**config.mk**
```make
export PLATFORM = sky130hd
export DESIGN_NAME = instr_word_packer
export DESIGN_NICKNAME = d
export VERILOG_FILES = /design/src/rtl/instr_word_packer.sv
export SDC_FILE = /design/constraint.sdc
export NUM_CORES = 1
export LEC_CHECK = 0
export ABC_AREA = 1
export CELL_PAD_IN_SITES_DETAIL_PLACEMENT = 0
export CELL_PAD_IN_SITES_GLOBAL_PLACEMENT = 1
export CORE_MARGIN = 8
export CORE_UTILIZATION = 49
export DETAILED_ROUTE_END_ITERATION = 6
export GPL_TIMING_DRIVEN = 1
export HOLD_SLACK_MARGIN = 0.12
export PLACE_DENSITY_LB_ADDON = 0.1
export SLEW_MARGIN = 20
export SYNTH_ARGS = -nofsm -noshare
export SYNTH_HDL_FRONTEND = slang
export SYNTH_SLANG_ARGS = --single-unit
```
**constraint.sdc**
```tcl
create_clock -name clk -period 12.1 [get_ports clk]
set_clock_uncertainty 0.15 [all_clocks]
set_input_delay 1.815 -clock clk [delete_from_list [all_inputs] [get_ports clk]]
set_output_delay 1.815 -clock clk [all_outputs]
set_load 0.03 [all_outputs]
```
**src/rtl/instr_word_packer.sv**
```systemverilog
// Packs decoded RV64 instruction fields into 32-bit words and buffers them,
// tagged with sequential byte addresses, in a small in-order FIFO.
module instr_word_packer #(
  parameter logic [63:0] BASE_ADDR  = 64'd0,
  parameter int unsigned FIFO_DEPTH = 4
) (
  input  logic        clk,
  input  logic        reset,
  input  logic        start,
  input  logic        in_valid,
  output logic        in_ready,
  input  logic [6:0]  in_opcode,
  input  logic [4:0]  in_rd,
  input  logic [2:0]  in_funct3,
  input  logic [4:0]  in_rs1,
  input  logic [4:0]  in_rs2,
  input  logic [6:0]  in_funct7,
  input  logic [63:0] in_imm,
  output logic        out_valid,
  input  logic        out_ready,
  output logic [31:0] out_instr,
  output logic [63:0] out_addr,
  output logic        range_err,
  output logic [15:0] count
);

  localparam int unsigned AW = $clog2(FIFO_DEPTH);
  localparam int unsigned CW = AW + 1;

  logic [31:0]   mem_instr [FIFO_DEPTH];
  logic [63:0]   mem_addr  [FIFO_DEPTH];
  logic [AW-1:0] wr_ptr, rd_ptr;
  logic [CW-1:0] occ;
  logic [63:0]   next_addr;

  logic [31:0]   word_c;
  logic          is_r_c, imm_ok_c, fifo_full_c, accept_c, push_c, pop_c;
  logic [AW-1:0] next_rd_c;
  logic [CW-1:0] next_occ_c;

  // Field packing; immediate slices overwrite the register fields they overlap.
  always_comb begin
    word_c = {7'd0, in_rs2, in_rs1, in_funct3, in_rd, in_opcode};
    is_r_c = (in_opcode[6:4] == 3'b011);
    if (is_r_c) begin
      word_c[31:25] = in_funct7;
    end else if (in_opcode[6:5] == 2'b00) begin
      word_c[31:20] = in_imm[11:0];
    end else if (in_opcode[6:5] == 2'b01) begin
      word_c[31:25] = in_imm[11:5];
      word_c[11:7]  = in_imm[4:0];
    end else begin
      word_c[31]    = in_imm[11];
      word_c[30:25] = in_imm[9:4];
      word_c[11:8]  = in_imm[3:0];
      word_c[7]     = in_imm[10];
    end
  end

  assign imm_ok_c    = (&in_imm[63:11]) | ~(|in_imm[63:11]);
  assign fifo_full_c = (occ == CW'(FIFO_DEPTH));
  assign in_ready    = reset & ~fifo_full_c & ~start;
  assign accept_c    = in_valid & in_ready;
  assign push_c      = accept_c & (is_r_c | imm_ok_c);
  assign pop_c       = out_valid & out_ready;
  assign next_rd_c   = rd_ptr + AW'(pop_c);
  assign next_occ_c  = occ + CW'(push_c) - CW'(pop_c);

  // Storage array needs no reset; occupancy tracking guards every read.
  always_ff @(posedge clk) begin
    if (push_c) begin
      mem_instr[wr_ptr] <= word_c;
      mem_addr[wr_ptr]  <= next_addr;
    end
  end

  // Pointers, bookkeeping, and a registered copy of the head entry.
  always_ff @(posedge clk or negedge reset) begin
    if (!reset) begin
      wr_ptr    <= '0;
      rd_ptr    <= '0;
      occ       <= '0;
      next_addr <= BASE_ADDR;
      out_valid <= 1'b0;
      out_instr <= 32'd0;
      out_addr  <= 64'd0;
      range_err <= 1'b0;
      count     <= 16'd0;
    end else if (start) begin
      wr_ptr    <= '0;
      rd_ptr    <= '0;
      occ       <= '0;
      next_addr <= BASE_ADDR;
      out_valid <= 1'b0;
      range_err <= 1'b0;
      count     <= 16'd0;
    end else begin
      rd_ptr    <= next_rd_c;
      occ       <= next_occ_c;
      out_valid <= (next_occ_c != '0);
      if (accept_c && !push_c) begin
        range_err <= 1'b1;
      end
      if (push_c) begin
        wr_ptr    <= wr_ptr + AW'(1);
        next_addr <= next_addr + 64'd4;
        if (count != 16'hFFFF) begin
          count <= count + 16'd1;
        end
      end
      // When the FIFO drains, the head registers keep the last popped word.
      if (next_occ_c != '0) begin
        if (push_c && (next_rd_c == wr_ptr)) begin
          out_instr <= word_c;
          out_addr  <= next_addr;
        end else begin
          out_instr <= mem_instr[next_rd_c];
          out_addr  <= mem_addr[next_rd_c];
        end
      end
    end
  end

endmodule

```
==> out/results.tsv <==
stage	metric	value	unit
cts	cts_inserted_buffers	58	
synthesis	syn_area_per_cell	9.38	sq um
synthesis	ys.flop_type	edfxtp_1	
final_layout	drive_above_1_share	7.03	%
synthesis	yosysWarnings	0	
pwr	comb_power_share	32.9	%
pwr	p_clk_share	29.5	%
cts	cts_tree	done	
cts	cts_setup_buffers	0	
global_routing	grt_antenna_before_repair	0	
timing	worst_slew_margin_rel	29.0	%
global_routing	grt_pass1_wl	120000	um
floorplanning	die_w	247	um
drt	wl	77200	um
synthesis	synth_area_leaders	edfxtp_1 43%, dfrtp_1 17%, nand2_1 10%, nor2_1 4.8%, nand3_1 3.8%	
drt	ant_nets	0	
cts	path_clk_slew	0.06	ns
timing	hold_viol_final	0	
synthesis	synth_edf_count	376	
floorplanning	start_util	49.6	%
global_routing	gr-total-overflow	0	
global_routing	grt_max_degree	191	
pwr	power_density	200	nW/um^2
cts	insertion_delay	0.64	ns
pwr	static-leakage-power	12.6	nW
pwr	ir_drop	0.143	mV
min_path	hold_class	flip-flop to flip-flop	
synthesis	yosysMostFrequentCell	nand2_1	
setup_path	required	12.46	ns
setup_path	cp_max_fo	52	
timing	min_period	7.30	ns
timing	finalCritPeriodShare	60.4	%
drt	route.detailed.drc	0	
timing	drv_slew	0	
drt	avgRoutedWirePerCell	21.0	um
cts	cts_root_buf	clkbuf_16	
floorplanning	die_h	247	um
pwr	p_sw	2.20	mW
setup_path	reg2reg_slack	6.41	ns
final_layout	design_area	30700	sq um
final_layout	nNetsFinal	3050	
synthesis	ys_ff_latch	557	
global_routing	grtUsageTotal	25.2	%
placed_design	gp_congestion	0.916	
floorplanning	die-area	61100	sq um
floorplanning	rows	84	
timing	rsz0062_at_grt	no	
timing	setup_viol	0	
floorplanning	core	52800	sq um
min_path	hold_start	out_addr[24]	
pwr	swShare	35.9	%
setup_path	crit_type	primary input to flip-flop	
timing	tightest_slew	1.06	ns
placed_design	port_buffers	213	
timing	fmax	0.137	GHz
setup_path	endpoint_kind	flip-flop	
min_path	min_path_cells	2	
min_path	hold_path_end	out_addr[24]	
cts	clockBufferDepth	3	
final_layout	final_cells	3677	
pwr	p_total	6.14	mW
placed_design	dp.cells	3567	
timing	final.setup.tns	0	ns
drt	drtIter0Drc	1702	
final_layout	antenna_cells	0	
cts	clock-sinks	557	
setup_path	reg2reg_from	occ[1]	
placed_design	postPlaceCellArea	28800	sq um
global_routing	grt_pass1_vias	19934	
synthesis	ys_types	41	
placed_design	dpl.hpwl	48700	um
flow_run	drv_cap	0	
final_layout	area_growth	17.3	%
synthesis	synth_top_area_share	43.1	%
drt	drt_first_pass_iters	5	
pwr	p_int	3.93	mW
drt	via_per_inst	5.57	
synthesis	synth_area	26200	sq um
setup_path	r2r_end	out_instr[5]	
cts	cts_resized	0	
setup_path	reg2reg_depth	18	
drt	vias	20468	
synthesis	syn_inst	2793	
synthesis	yosysTopAreaCell	edfxtp_1	
run_status	status	finished clean	
synthesis	synthTopCellsByCount	701 x nand2_1, 376 x edfxtp_1, 334 x nor2_1, 239 x inv_1, 198 x nand3_1	
pwr	pwr-share-seq	37.6	%
setup_path	startpoint_type	primary input	
synthesis	ys_seq_area_share	60.4	%
cts	h-tree-depth	2	
floorplanning	io_pins	216	
setup_path	worstPathArrival	7.66	ns
cts	ctsHoldBuffers	0	
synthesis	async_reset_ff_share	32.5	%
[critical path: stages]
cell,delay (ns)
clkdlybuf4s50_1,0.75
inv_2,0.21
nand2_2,0.18
nor2_4,0.08
inv_2,0.21
nand3_4,0.58
nand2_4,0.44
ha_1,0.28
inv_1,0.06
ha_1,0.13
inv_1,0.05
fa_1,0.38
xnor2_1,0.19
a31oi_4,0.14
buf_4,0.45
clkinv_2,0.75
buf_4,0.59
nand2_1,0.17
nand2_1,0.07
[sequential cells by signal, indices dropped and copies added (netlist names)]
signal,count
mem_addr,248
mem_instr,128
next_addr,62
out_addr,62
out_instr,32
count,16
occ,3
rd_ptr,2
wr_ptr,2
out_valid,1
range_err,1
[power by group through the flow]
| stage | Sequential [mW] | Clock, mW | Combinational [mW] |
|---|---|---|---|
| floorplan | 2.59 | 0 | 1.07 |
| global placement | 2.34 | 0 | 1.99 |
| detailed placement | 2.34 | 0 | 2.03 |
| CTS | 2.31 | 1.85 | 2.04 |
| global route | 2.32 | 1.92 | 2.23 |
| finish | 2.31 | 1.81 | 2.02 |
[layer usage]
layer | track usage (%) | up-vias | routed length [um] | part of all wire [%]
met5 | 0 | - | 0 | 0
met4 | 7.12 | 0 | 2050 | 2.7
met3 | 3.54 | 126 | 4340 | 5.6
met2 | 43.3 | 581 | 37800 | 49
met1 | 33.2 | 10019 | 33000 | 43
li1 | - | 9742 | - | -
[cell families after synthesis]
logic type      share of synthesized area [%]
compound gates                           6.85
xor+xnor                                0.903
fa+ha+maj                               0.506
buf+inv                                  6.24
flops                                    60.4
other cells                            0.0143
simple gates                             25.1
[layout make-up]
class,instances,area [sq um]
repair buffers,239,2340
multi-input cells,1837,8810
well taps,688,861
flip-flops and latches,557,15800
clock inverters,22,230
clock buffers,88,1740
fillers,4614,22000
inverters,246,931
[layout by cell type (no fill, tap or decap), types with 3 or more instances in the layout]
cell,Yosys,layout
nor2_2,4,4
clkbuf_1,68,14
dfrtp_1,181,181
o211ai_1,62,62
xnor2_1,6,5
nor3_1,46,46
clkinvlp_4,0,3
clkinv_1,0,6
clkinv_2,0,8
clkbuf_16,0,59
clkbuf_8,0,16
nand3_1,198,198
nor3_2,3,3
xor2_1,21,21
o21ai_0,121,121
nor2_1,334,330
nand4_1,143,143
inv_2,7,5
o31ai_1,56,56
or2_2,61,61
inv_1,239,238
o22ai_1,10,10
edfxtp_1,376,376
nand2_1,701,701
nor2_4,1,5
bufinv_16,0,3
clkdlybuf4s50_1,0,212
o21ai_1,40,40
ha_1,9,8
buf_4,8,25
[metrics by stage]
step,util (%),hold slack (ns),setup WS [ns]
6_report,58.2,0.324,4.80
2_1_floorplan,-,0.366,4.77
4_1_cts,58.2,0.332,4.86
5_1_grt,58.2,0.345,4.42
3_5_place_dp,54.5,0.315,4.20
3_3_place_gp,54.5,0.312,4.39
[worst max path at each step]
stage                       startpoint  slack [ns]         endpoint  cells past startpoint
after global placement    in_opcode[6]        4.39     out_addr[14]                     19
after detailed placement  in_opcode[6]        4.20     out_addr[15]                     19
after floorplan                  reset        4.77  mem_addr[0][10]                      6
after global routing      in_opcode[6]        4.42     out_instr[8]                     19
after CTS                 in_opcode[6]        4.86     out_instr[5]                     19
final                     in_opcode[6]        4.80     out_instr[5]                     19
No activity file was read; power rests on OpenSTA's default activity.
